## src/rtl/riscv_br_pkg.sv

```systemverilog
// Shared constants and types for branch resolution and the BHT.
// Imported by the table, the top level and its interface users.
package riscv_br_pkg;

  localparam logic [2:0] BEQ  = 3'b000;
  localparam logic [2:0] BNE  = 3'b001;
  localparam logic [2:0] BLT  = 3'b100;
  localparam logic [2:0] BGE  = 3'b101;
  localparam logic [2:0] BLTU = 3'b110;
  localparam logic [2:0] BGEU = 3'b111;

  localparam logic [1:0] PCSRC_SEQ     = 2'b00;
  localparam logic [1:0] PCSRC_TGT     = 2'b01;
  localparam logic [1:0] PCSRC_JALR    = 2'b10;
  localparam logic [1:0] PCSRC_RECOVER = 2'b11;

  localparam logic [1:0] SNT = 2'b00;
  localparam logic [1:0] WNT = 2'b01;
  localparam logic [1:0] WT  = 2'b10;
  localparam logic [1:0] ST  = 2'b11;

  typedef logic state_t;
  localparam state_t INIT = 1'b0;
  localparam state_t RUN  = 1'b1;

  function automatic logic [1:0] sat_update(
    input logic [1:0] c,
    input logic       up
  );
    logic [1:0] r;
    r = c;
    case (c)
      SNT:     r = up ? WNT : SNT;
      WNT:     r = up ? WT  : SNT;
      WT:      r = up ? ST  : WNT;
      default: r = up ? ST  : WT;
    endcase
    return r;
  endfunction

endpackage

```

## src/rtl/branch_resolve_bht_if.sv

```systemverilog
// Pipeline-facing bundle of the branch resolution unit.
// master = pipeline/hazard side, slave = resolution unit.
interface branch_resolve_bht_if #(
  parameter int XLEN  = 32,
  parameter int CNT_W = 32
);
  logic [XLEN-1:0]  pc_d;
  logic             pred_taken_d;
  logic             busy;
  logic [XLEN-1:0]  pc_e;
  logic             branch_e;
  logic             jump_e;
  logic             jalr_e;
  logic             stall_e;
  logic [2:0]       func3_e;
  logic             zero_e;
  logic             lt_e;
  logic             ltu_e;
  logic             pred_taken_e;
  logic [1:0]       pc_src;
  logic             flush_de;
  logic             illegal_br;
  logic [CNT_W-1:0] branch_cnt;
  logic [CNT_W-1:0] mispred_cnt;

  modport master (
    output pc_d, pc_e, branch_e, jump_e, jalr_e,
    output stall_e, func3_e, zero_e, lt_e, ltu_e,
    output pred_taken_e,
    input  pred_taken_d, busy, pc_src, flush_de,
    input  illegal_br, branch_cnt, mispred_cnt
  );

  modport slave (
    input  pc_d, pc_e, branch_e, jump_e, jalr_e,
    input  stall_e, func3_e, zero_e, lt_e, ltu_e,
    input  pred_taken_e,
    output pred_taken_d, busy, pc_src, flush_de,
    output illegal_br, branch_cnt, mispred_cnt
  );
endinterface

```

## src/rtl/bht_counter_table.sv

```systemverilog
// Table of 2-bit saturating counters: async read, sync write.
// A write either initialises an entry or steps it up/down.
module bht_counter_table
  import riscv_br_pkg::*;
#(
  parameter int ENTRIES = 64,
  localparam int IW     = $clog2(ENTRIES)
) (
  input  logic          clk,
  input  logic [IW-1:0] rd_idx,
  output logic [1:0]    rd_cnt,
  input  logic          wr_en,
  input  logic          wr_init,
  input  logic          wr_taken,
  input  logic [IW-1:0] wr_idx
);

  logic [1:0] bht_q [ENTRIES];
  logic [1:0] bht_d [ENTRIES];

  // next table contents: one entry written per cycle at most
  always_comb begin
    bht_d = bht_q;
    if (wr_en) begin
      bht_d[wr_idx] = wr_init ? WNT
                    : sat_update(bht_q[wr_idx], wr_taken);
    end
  end

  // table storage; contents are set by the init sweep, no reset
  always_ff @(posedge clk) begin
    bht_q <= bht_d;
  end

  assign rd_cnt = bht_q[rd_idx];

endmodule

```

## src/rtl/branch_resolve_bht.sv

```systemverilog
// Branch resolution with BHT prediction, table init sweep
// and branch / mispredict performance counters.
module branch_resolve_bht
  import riscv_br_pkg::*;
#(
  parameter int XLEN        = 32,
  parameter int BHT_ENTRIES = 64,
  parameter int IDX_LSB     = 2,
  parameter int CNT_W       = 32
) (
  input logic                  clk,
  input logic                  rst_n,
  branch_resolve_bht_if.slave  bus
);

  localparam int IW = $clog2(BHT_ENTRIES);

  logic [XLEN-1:0]  pc_d;
  logic [XLEN-1:0]  pc_e;
  logic [IW-1:0]    rd_idx;
  logic [IW-1:0]    upd_idx;
  logic [1:0]       rd_cnt;

  state_t           state_q, state_d;
  logic [IW-1:0]    idx_q, idx_d;
  logic [CNT_W-1:0] branch_cnt_q, branch_cnt_d;
  logic [CNT_W-1:0] mispred_cnt_q, mispred_cnt_d;

  logic             taken;
  logic             legal;
  logic             init_wr;
  logic             train;
  logic [1:0]       pc_src;
  logic             unused_pc;

  assign pc_d      = bus.pc_d;
  assign pc_e      = bus.pc_e;
  assign rd_idx    = pc_d[IDX_LSB +: IW];
  assign upd_idx   = pc_e[IDX_LSB +: IW];
  assign unused_pc = ^{pc_d, pc_e};

  // branch condition decode from func3 and ALU flags
  always_comb begin
    taken = 1'b0;
    legal = 1'b1;
    case (bus.func3_e)
      BEQ:     taken = bus.zero_e;
      BNE:     taken = ~bus.zero_e;
      BLT:     taken = bus.lt_e;
      BGE:     taken = ~bus.lt_e;
      BLTU:    taken = bus.ltu_e;
      BGEU:    taken = ~bus.ltu_e;
      default: legal = 1'b0;
    endcase
  end

  // next-PC source, jalr first, then jal, then mispredicts
  always_comb begin
    pc_src = PCSRC_SEQ;
    if (bus.jalr_e)
      pc_src = PCSRC_JALR;
    else if (bus.jump_e)
      pc_src = PCSRC_TGT;
    else if (bus.branch_e && taken && !bus.pred_taken_e)
      pc_src = PCSRC_TGT;
    else if (bus.branch_e && !taken && bus.pred_taken_e)
      pc_src = PCSRC_RECOVER;
  end

  assign init_wr = (state_q == INIT);
  assign train   = (state_q == RUN) && bus.branch_e
                 && !bus.stall_e && legal;

  // init sweep sequencing and performance counting
  always_comb begin
    state_d       = state_q;
    idx_d         = idx_q;
    branch_cnt_d  = branch_cnt_q;
    mispred_cnt_d = mispred_cnt_q;
    if (state_q == INIT) begin
      idx_d = idx_q + 1'b1;
      if (idx_q == IW'(BHT_ENTRIES - 1))
        state_d = RUN;
    end
    if (train) begin
      branch_cnt_d = branch_cnt_q + 1'b1;
      if (taken != bus.pred_taken_e)
        mispred_cnt_d = mispred_cnt_q + 1'b1;
    end
  end

  // state, init index and counters with sync reset
  always_ff @(posedge clk) begin
    if (!rst_n) begin
      state_q       <= INIT;
      idx_q         <= '0;
      branch_cnt_q  <= '0;
      mispred_cnt_q <= '0;
    end else begin
      state_q       <= state_d;
      idx_q         <= idx_d;
      branch_cnt_q  <= branch_cnt_d;
      mispred_cnt_q <= mispred_cnt_d;
    end
  end

  bht_counter_table #(
    .ENTRIES (BHT_ENTRIES)
  ) u_table (
    .clk      (clk),
    .rd_idx   (rd_idx),
    .rd_cnt   (rd_cnt),
    .wr_en    (init_wr || train),
    .wr_init  (init_wr),
    .wr_taken (taken),
    .wr_idx   (init_wr ? idx_q : upd_idx)
  );

  assign bus.pred_taken_d = (state_q == RUN) && rd_cnt[1];
  assign bus.busy         = (state_q == INIT);
  assign bus.pc_src       = pc_src;
  assign bus.flush_de     = (pc_src != PCSRC_SEQ);
  assign bus.illegal_br   = bus.branch_e && !legal;
  assign bus.branch_cnt   = branch_cnt_q;
  assign bus.mispred_cnt  = mispred_cnt_q;

endmodule

```

## src/flat_wrapper.sv

```systemverilog
// flat-port wrapper written by rule: the top's interface ports become plain ports
module branch_resolve_bht_flat import riscv_br_pkg::*;
#(
  parameter int XLEN        = 32,
  parameter int BHT_ENTRIES = 64,
  parameter int IDX_LSB     = 2,
  parameter int CNT_W       = 32
)
  (clk, rst_n, bus_pc_d, bus_pc_e, bus_branch_e, bus_jump_e, bus_jalr_e, bus_stall_e, bus_func3_e, bus_zero_e, bus_lt_e, bus_ltu_e, bus_pred_taken_e, bus_pred_taken_d, bus_busy, bus_pc_src, bus_flush_de, bus_illegal_br, bus_branch_cnt, bus_mispred_cnt);
  branch_resolve_bht_if #(.XLEN(XLEN), .CNT_W(CNT_W)) bus_i ();
  input logic clk;
  input logic rst_n;
  input wire logic [$bits(bus_i.pc_d)-1:0] bus_pc_d;
  input wire logic [$bits(bus_i.pc_e)-1:0] bus_pc_e;
  input wire logic [$bits(bus_i.branch_e)-1:0] bus_branch_e;
  input wire logic [$bits(bus_i.jump_e)-1:0] bus_jump_e;
  input wire logic [$bits(bus_i.jalr_e)-1:0] bus_jalr_e;
  input wire logic [$bits(bus_i.stall_e)-1:0] bus_stall_e;
  input wire logic [$bits(bus_i.func3_e)-1:0] bus_func3_e;
  input wire logic [$bits(bus_i.zero_e)-1:0] bus_zero_e;
  input wire logic [$bits(bus_i.lt_e)-1:0] bus_lt_e;
  input wire logic [$bits(bus_i.ltu_e)-1:0] bus_ltu_e;
  input wire logic [$bits(bus_i.pred_taken_e)-1:0] bus_pred_taken_e;
  output wire logic [$bits(bus_i.pred_taken_d)-1:0] bus_pred_taken_d;
  output wire logic [$bits(bus_i.busy)-1:0] bus_busy;
  output wire logic [$bits(bus_i.pc_src)-1:0] bus_pc_src;
  output wire logic [$bits(bus_i.flush_de)-1:0] bus_flush_de;
  output wire logic [$bits(bus_i.illegal_br)-1:0] bus_illegal_br;
  output wire logic [$bits(bus_i.branch_cnt)-1:0] bus_branch_cnt;
  output wire logic [$bits(bus_i.mispred_cnt)-1:0] bus_mispred_cnt;
  assign bus_i.pc_d = bus_pc_d;
  assign bus_i.pc_e = bus_pc_e;
  assign bus_i.branch_e = bus_branch_e;
  assign bus_i.jump_e = bus_jump_e;
  assign bus_i.jalr_e = bus_jalr_e;
  assign bus_i.stall_e = bus_stall_e;
  assign bus_i.func3_e = bus_func3_e;
  assign bus_i.zero_e = bus_zero_e;
  assign bus_i.lt_e = bus_lt_e;
  assign bus_i.ltu_e = bus_ltu_e;
  assign bus_i.pred_taken_e = bus_pred_taken_e;
  assign bus_pred_taken_d = bus_i.pred_taken_d;
  assign bus_busy = bus_i.busy;
  assign bus_pc_src = bus_i.pc_src;
  assign bus_flush_de = bus_i.flush_de;
  assign bus_illegal_br = bus_i.illegal_br;
  assign bus_branch_cnt = bus_i.branch_cnt;
  assign bus_mispred_cnt = bus_i.mispred_cnt;
  branch_resolve_bht #(.XLEN(XLEN), .BHT_ENTRIES(BHT_ENTRIES), .IDX_LSB(IDX_LSB), .CNT_W(CNT_W)) u_core (.clk(clk), .rst_n(rst_n), .bus(bus_i));
endmodule
```

## config.mk

```make
export PLATFORM = sky130hd
export DESIGN_NAME = branch_resolve_bht_flat
export DESIGN_NICKNAME = d
export VERILOG_FILES = /design/src/rtl/riscv_br_pkg.sv /design/src/rtl/branch_resolve_bht_if.sv /design/src/rtl/bht_counter_table.sv /design/src/rtl/branch_resolve_bht.sv /design/src/flat_wrapper.sv
export SDC_FILE = /design/constraint.sdc
export NUM_CORES = 1
export LEC_CHECK = 0
export BUFFER_PORTS_ARGS = -buffer_cell sky130_fd_sc_hd__buf_2
export CAP_MARGIN = 20
export CORE_MARGIN = 2
export CORE_UTILIZATION = 45
export DETAILED_ROUTE_END_ITERATION = 7
export PLACE_DENSITY = 0.67
export RECOVER_POWER = 25
export SYNTH_ARGS = -nofsm -noshare
export SYNTH_HDL_FRONTEND = slang
export SYNTH_SLANG_ARGS = --single-unit
export TNS_END_PERCENT = 30
```

## constraint.sdc

```tcl
create_clock -name clk -period 13.1 [get_ports clk]
set_input_delay 1.965 -clock clk [delete_from_list [all_inputs] [get_ports clk]]
set_output_delay 1.965 -clock clk [all_outputs]
set_load 0.02 [all_outputs]
```

==> flow_summary_export.csv, run 1 <==
group,metric,value,unit
synth,ys_ff_latch,199,
power_and_ir_drop,power_leakage,3.37,nW
detailed_routing,vias,7209,
placed_design,post_dp_cell_area,10200,um2
detailed_routing,wire_per_inst,20.4,um
clock_network,postCtsSetupRepairBufs,0,
worst_setup_path,cp_slowest_cell,"mux4_2",
worst_setup_path,cp_top_family,"multiplexers",
worst_setup_path,r2r_start,"u_core.state_q",
final_layout,syn_to_final_growth,12.9,%
detailed_routing,wl_met1,10300,um
clock_network,clk_latency,0.45,ns
timing,worst_pin_slew,2.64,ns
detailed_routing,via_per_inst,6.03,
final_layout,multi_input_area,3950,um2
worst_setup_path,crit_fanout,16,
detailed_routing,wl_met3,2300,um
timing,finalCritPeriodShare,0.488,
global_routing,grt_overflow,0,
final_layout,final_cell_area,10700,um2
final_layout,drive_gt1_frac,0.134,
synth,syn_avg_cell_area,11.4,um2
synth,synth_area_leaders,"edfxtp_1 41%, dfxtp_1 15%, mux4_2 6.2%",
placed_design,dpl.hpwl,16200,um
timing,slew_violations,61,
timing,skew,0.0146,ns
placed_design,dp.cells,1164,
final_layout,regArea,5270,um2
worst_setup_path,ff2ff_path_depth,10,
final_layout,fin_nets,988,
placed_design,gp_congestion,0.918,
detailed_routing,dr_wl_met2,11100,um
synth,synthDominantCellAreaShare,0.406,
status,outcome,"finished with violations",
synth,ys_async_sr_fraction,0,
synth,synth_nets,910,
worst_hold_path,hold_path.class,"reg -> reg",
detailed_routing,routed_wirelength,24500,um
die,coreArea,20800,um2
global_routing,antenna_found_initial,0,
worst_setup_path,crit_path_cell_trace,"buf_2, mux4_2, mux4_2, mux4_2, and2_1, buf_2",
synth,yosys_warnings,0,
synth,synth_flop_cell,"edfxtp_1",
die,io_pins,147,
worst_setup_path,start_kind,"input pin",
die,die_height,149,um
die,initial_core_util,0.454,
power_and_ir_drop,peakVddDrop,86.2,uV
synth,seq_area_frac_synth,0.556,
timing,maxSlewHeadroom,-0.763,
worst_hold_path,worst_hold_path.endpoint,"u_core.bus.mispred_cnt[16]",
status,violations,"capacitance limit, slew limit",
placed_design,dp_slack,6.72,ns
die,die-area,22200,um2
timing,timing.final.ws_setup,6.70,ns
timing,setup_violations,0,
timing,hold_slack,0.495,ns
clock_network,post_cts_resized,0,
timing,rsz0062_at_grt,"no",
worst_setup_path,cp-end-kind,"primary output",
clock_network,root_buffer,"clkbuf_16",
worst_hold_path,holdCritStartpoint,"u_core.bus.mispred_cnt[16]",
placed_design,numPortBuffers,94,
detailed_routing,firstDrtPassIters,5,
global_routing,grt_use_total,0.222,
global_routing,grt_pass1_wl,37400,um
power_and_ir_drop,power_per_cell_area,122,nW/um2
die,fp.dieW,149,um
detailed_routing,maxUsedRoutingLayer,"met4",
clock_network,cts_tree,"yes",
worst_setup_path,cp_common_cell,"mux4_2",
detailed_routing,ant_nets,0,
worst_setup_path,crit_required,11.14,ns
clock_network,htree_levels,4,
global_routing,grt_pass1_vias,6718,
worst_setup_path,max_stage_delay,0.62,ns
timing,fin_setup_tns,0,ns
synth,yosysTopAreaCell,"edfxtp_1",
timing,timing.fmax,156,MHz
worst_hold_path,worstHoldPathCells,2,
synth,syn_inst,830,
die,rows,53,
worst_setup_path,path_buf_inv,2,
final_layout,postLayoutCoreUtil,0.513,
global_routing,grt_max_degree,61,
worst_setup_path,r2r_slack,8.21,ns
clock_network,clockBufferDepth,2,
clock_network,clk_pin_slew,0.08,ns
synth,synth-edff-count,128,
synth,synthDistinctLibCells,70,
clock_network,cts.sinks,199,
worst_setup_path,critPathKind,"in -> out",
clock_network,cts-buffers-inserted,17,
clock_network,ctsHoldBuffers,0,
power_and_ir_drop,p_total,1.30,mW
final_layout,stdcell_count,1196,
worst_setup_path,r2r_end,"u_core.u_table.bht_q[2]",
run,drv_cap,1,
synth,netlist_area,9460,um2
final_layout,diodes,0,
synth,yosysMostFrequentCell,"edfxtp_1",
timing,finalCriticalPeriod,6.40,ns
detailed_routing,drc,0,
synth,synthTopCellsByCount,"128 x edfxtp_1, 114 x nor2_1, 71 x dfxtp_1, 62 x nand2_1, 44 x nand3_1",
detailed_routing,drtIter0Drc,868,
final_layout,n_fill_cell,1895,
timing,hold_viol_final,0,
worst_setup_path,critPathArrivalTime,4.43,ns
[per-layer routing]
metal  vias to the layer above  GRT usage
li1                       3302          -
met5                         -          0
met4                         0     0.0800
met3                        64     0.0474
met1                      3473      0.308
met2                       370      0.346
[cell type report]
cell class / instances / area share
Clock buffer: 18 / 0.0422
Inverter: 16 / 0.00562
Timing Repair Buffer: 103 / 0.0419
Tap cell: 275 / 0.0322
Clock inverter: 14 / 0.0153
Multi-Input combinational cell: 571 / 0.370
Sequential cell: 199 / 0.493
[report_power, final]
group / internal, mW / switching [mW]
combinational: 0.0346 / 0.0638
sequential: 0.661 / 0.00326
clock: 0.283 / 0.254
[worst reg2reg max path, delay by kind of cell (launching register included)]
| kind | cells | cell delay [ns] |
|---|---|---|
| simple gates | 1 | 0.15 |
| flops | 1 | 0.31 |
| mux | 2 | 0.90 |
| compound gates | 4 | 2.07 |
| buf+inv | 3 | 1.24 |
[worst max-delay path by stage]
| stage | slack [ns] | start | endpoint | cells after the start |
|---|---|---|---|---|
| floorplan | 7.10 | bus_pc_d[3] | bus_pred_taken_d | 6 |
| global placement | 6.71 | bus_pc_d[2] | bus_pred_taken_d | 6 |
| detailed placement | 6.72 | bus_pc_d[2] | bus_pred_taken_d | 6 |
| CTS | 6.70 | bus_pc_d[2] | bus_pred_taken_d | 6 |
| global route | 6.61 | bus_pc_d[2] | bus_pred_taken_d | 6 |
| finish | 6.70 | bus_pc_d[2] | bus_pred_taken_d | 6 |
[logic make-up (layout without fill, tap and decap cells)]
group / after synthesis / in the layout / synth area share
and+or+nand+nor: 332 / 332 / 0.175
DFF: 199 / 199 / 0.556
AOI/OAI and AO/OA: 135 / 135 / 0.0975
muxes: 60 / 60 / 0.101
buffers and inverters: 60 / 151 / 0.0287
xor gates and xnor gates: 41 / 41 / 0.0380
adders and majority gates: 3 / 3 / 0.00397
[cell usage in the layout, fill, tap and decap left out, drive strengths merged, types with 19 or more instances in the layout]
cell | netlist | routed
a21oi | 35 | 35
buf | 19 | 35
clkbuf | 25 | 86
dfxtp | 71 | 71
edfxtp | 128 | 128
inv | 15 | 21
mux4 | 26 | 26
nand2 | 62 | 62
nand3 | 44 | 44
nor2 | 114 | 114
o21ai | 26 | 26
or3 | 22 | 22
xnor2 | 19 | 19
xor2 | 22 | 22
[registers in the layout (all words and copies together), names as in the netlist]
| name | cells |
|---|---|
| u_core.bus.branch_cnt | 32 |
| u_core.state_q | 1 |
| u_core.bus.mispred_cnt | 32 |
| u_core.u_table.bht_q | 128 |
| u_core.idx_q | 6 |
Note: power is estimated with default switching activity, not from simulation.
==> run 2, diff against run 1 <==
--- a/config.mk
+++ b/config.mk
@@ -10,7 +10,7 @@
 export CORE_MARGIN = 2
 export CORE_UTILIZATION = 45
 export DETAILED_ROUTE_END_ITERATION = 7
-export PLACE_DENSITY = 0.67
+export PLACE_DENSITY = 0.69
 export RECOVER_POWER = 25
 export SYNTH_ARGS = -nofsm -noshare
 export SYNTH_HDL_FRONTEND = slang
==> constraint.sdc (replaced) <==
create_clock -name clk -period 5.39 [get_ports clk]
set_input_delay 0.8085 -clock clk [delete_from_list [all_inputs] [get_ports clk]]
set_output_delay 0.8085 -clock clk [all_outputs]
set_load 0.02 [all_outputs]
==> flow_summary_export.csv, run 2 (same netlist as run 1, synthesis figures left out) <==
group,metric,value,unit
die,io_pins,147,
power_and_ir_drop,pwr-share-seq,0.511,
die,die_height,149,um
detailed_routing,routed_wirelength,24200,um
power_and_ir_drop,p_sw_frac,0.252,
clock_network,cts-buffers-inserted,17,
clock_network,cts_tree,"yes",
global_routing,grtUsageMet1,0.296,
final_layout,largest_reg_flops,128,
power_and_ir_drop,peakVddDrop,203,uV
clock_network,post_cts_resized,0,
clock_network,htree_levels,4,
power_and_ir_drop,p_int,2.37,mW
clock_network,clockBufferDepth,2,
placed_design,dpl.hpwl,16200,um
final_layout,drive_gt1_frac,0.137,
power_and_ir_drop,combPwrFrac,0.077,
detailed_routing,wire_per_inst,20.2,um
die,fp.dieW,149,um
worst_setup_path,crit_path_end,"u_core.u_table.bht_q[105]",
global_routing,grt_max_degree,67,
die,rows,53,
clock_network,clk_pin_slew,0.08,ns
final_layout,top_register,"u_core.u_table.bht_q",
worst_setup_path,crit_start,"u_core.state_q",
worst_setup_path,r2r_slack,1.26,ns
clock_network,postCtsSetupRepairBufs,0,
worst_setup_path,start_kind,"register",
clock_network,root_buffer,"clkbuf_16",
timing,worst_pin_slew,1.13,ns
global_routing,met3_usage,0.0514,
worst_setup_path,ff2ff_path_depth,10,
power_and_ir_drop,p_sw,0.796,mW
timing,hold_slack,0.513,ns
worst_setup_path,crit_required,5.63,ns
placed_design,numPortBuffers,94,
die,coreArea,20800,um2
timing,timing.fmax,242,MHz
final_layout,postLayoutCoreUtil,0.515,
timing,setup_violations,0,
placed_design,gp_congestion,0.901,
die,die-area,22200,um2
global_routing,antenna_found_initial,0,
detailed_routing,via_per_inst,6.02,
power_and_ir_drop,clkPwrFrac,0.412,
global_routing,grt_pass1_vias,6736,
worst_setup_path,cp-end-kind,"register",
worst_setup_path,r2r_end,"u_core.u_table.bht_q[105]",
final_layout,layout_commonest_cell,"edfxtp_1",
global_routing,top_usage_layer,"met2",
detailed_routing,drtIter0Drc,613,
power_and_ir_drop,power_per_cell_area,295,nW/um2
final_layout,diodes,0,
timing,hold_viol_final,0,
final_layout,syn_to_final_growth,13.3,%
detailed_routing,ant_nets,0,
die,initial_core_util,0.454,
run,drv_cap,0,
detailed_routing,vias,7231,
timing,rsz0062_at_grt,"no",
status,outcome,"complete, no violations",
timing,finalCriticalPeriod,4.13,ns
clock_network,ctsHoldBuffers,0,
final_layout,layout_common_cells,"128 x edfxtp_1, 114 x nor2_1, 71 x dfxtp_1",
final_layout,fin_nets,993,
timing,skew,0.0128,ns
power_and_ir_drop,power_leakage,3.38,nW
global_routing,grt_overflow,0,
clock_network,clk_latency,0.44,ns
timing,maxSlewHeadroom,0.236,
detailed_routing,firstDrtPassIters,5,
worst_setup_path,r2r_start,"u_core.state_q",
detailed_routing,drc,0,
worst_setup_path,critPathKind,"reg -> reg",
global_routing,grt_use_total,0.219,
worst_setup_path,critPathArrivalTime,4.37,ns
worst_hold_path,hold_path.class,"reg -> reg",
timing,fin_setup_tns,0,ns
global_routing,grt_use_met2,0.346,
worst_setup_path,crit_fanout,40,
timing,finalCritPeriodShare,0.766,
global_routing,grt_pass1_wl,37100,um
clock_network,cts.sinks,199,
final_layout,n_fill_cell,1891,
timing,slew_violations,0,
## run 2: power by group through the flow
stage | sequential, mW | combinational, mW | clock, mW
floorplan | 1.64 | 0.164 | 0
CTS | 1.61 | 0.238 | 1.32
detailed placement | 1.65 | 0.237 | 0
global placement | 1.65 | 0.235 | 0
global route | 1.62 | 0.256 | 1.38
finish | 1.61 | 0.243 | 1.30
## run 2: worst max-delay path, cell delays in order, from the launching register on
cell and delay [ns]:
dfxtp_1 0.31, buf_4 0.22, buf_4 0.28, mux2i_1 0.53, o21ai_1 0.45, a221oi_1 0.35, o21ai_0 0.23, o211ai_1 0.17
nor4_1 0.11, o21ai_4 0.83, buf_4 0.41
## run 2: worst min path at each step
stage	from	end	slack, ns	cells past startpoint
2_1_floorplan	u_core.idx_q[5]	u_core.state_q	0.49	2
3_3_place_gp	u_core.bus.mispred_cnt[16]	u_core.bus.mispred_cnt[16]	0.47	2
3_5_place_dp	u_core.bus.mispred_cnt[16]	u_core.bus.mispred_cnt[16]	0.48	2
4_1_cts	u_core.bus.mispred_cnt[16]	u_core.bus.mispred_cnt[16]	0.50	2
5_1_grt	u_core.bus.branch_cnt[26]	u_core.bus.branch_cnt[26]	0.53	2
6_report	u_core.bus.mispred_cnt[8]	u_core.bus.mispred_cnt[8]	0.51	2
## run 2: routing by layer
layer / vias up / wire [um]
met3: 47 / 2250
met4: 0 / 586
li1: 3298 / -
met5: - / 0
met1: 3509 / 10200
met2: 377 / 11200
## run 2: area by class of cell
class,instances,area [um2],share of cell area
well taps,275,344,0.0321
clock buffers,18,429,0.0400
multi-input cells,571,3940,0.368
inverters,16,60.1,0.00560
clock inverters,14,180,0.0168
repair buffers,108,499,0.0466
flip-flops and latches,199,5270,0.491
## run 2: per-stage QoR
| step | power (mW) | worst slack, ns | cells | area [um2] |
|---|---|---|---|---|
| final | 3.16 | 1.26 | 1201 | 10700 |
| after global routing | 3.26 | 0.888 | 1201 | 10700 |
| after CTS | 3.17 | 1.29 | 1200 | 10800 |
| after detailed placement | 1.89 | 0.974 | 1168 | 10200 |
| after global placement | 1.88 | 1.00 | 1168 | 10200 |
| after floorplan | 1.81 | 0.682 | 830 | 9460 |
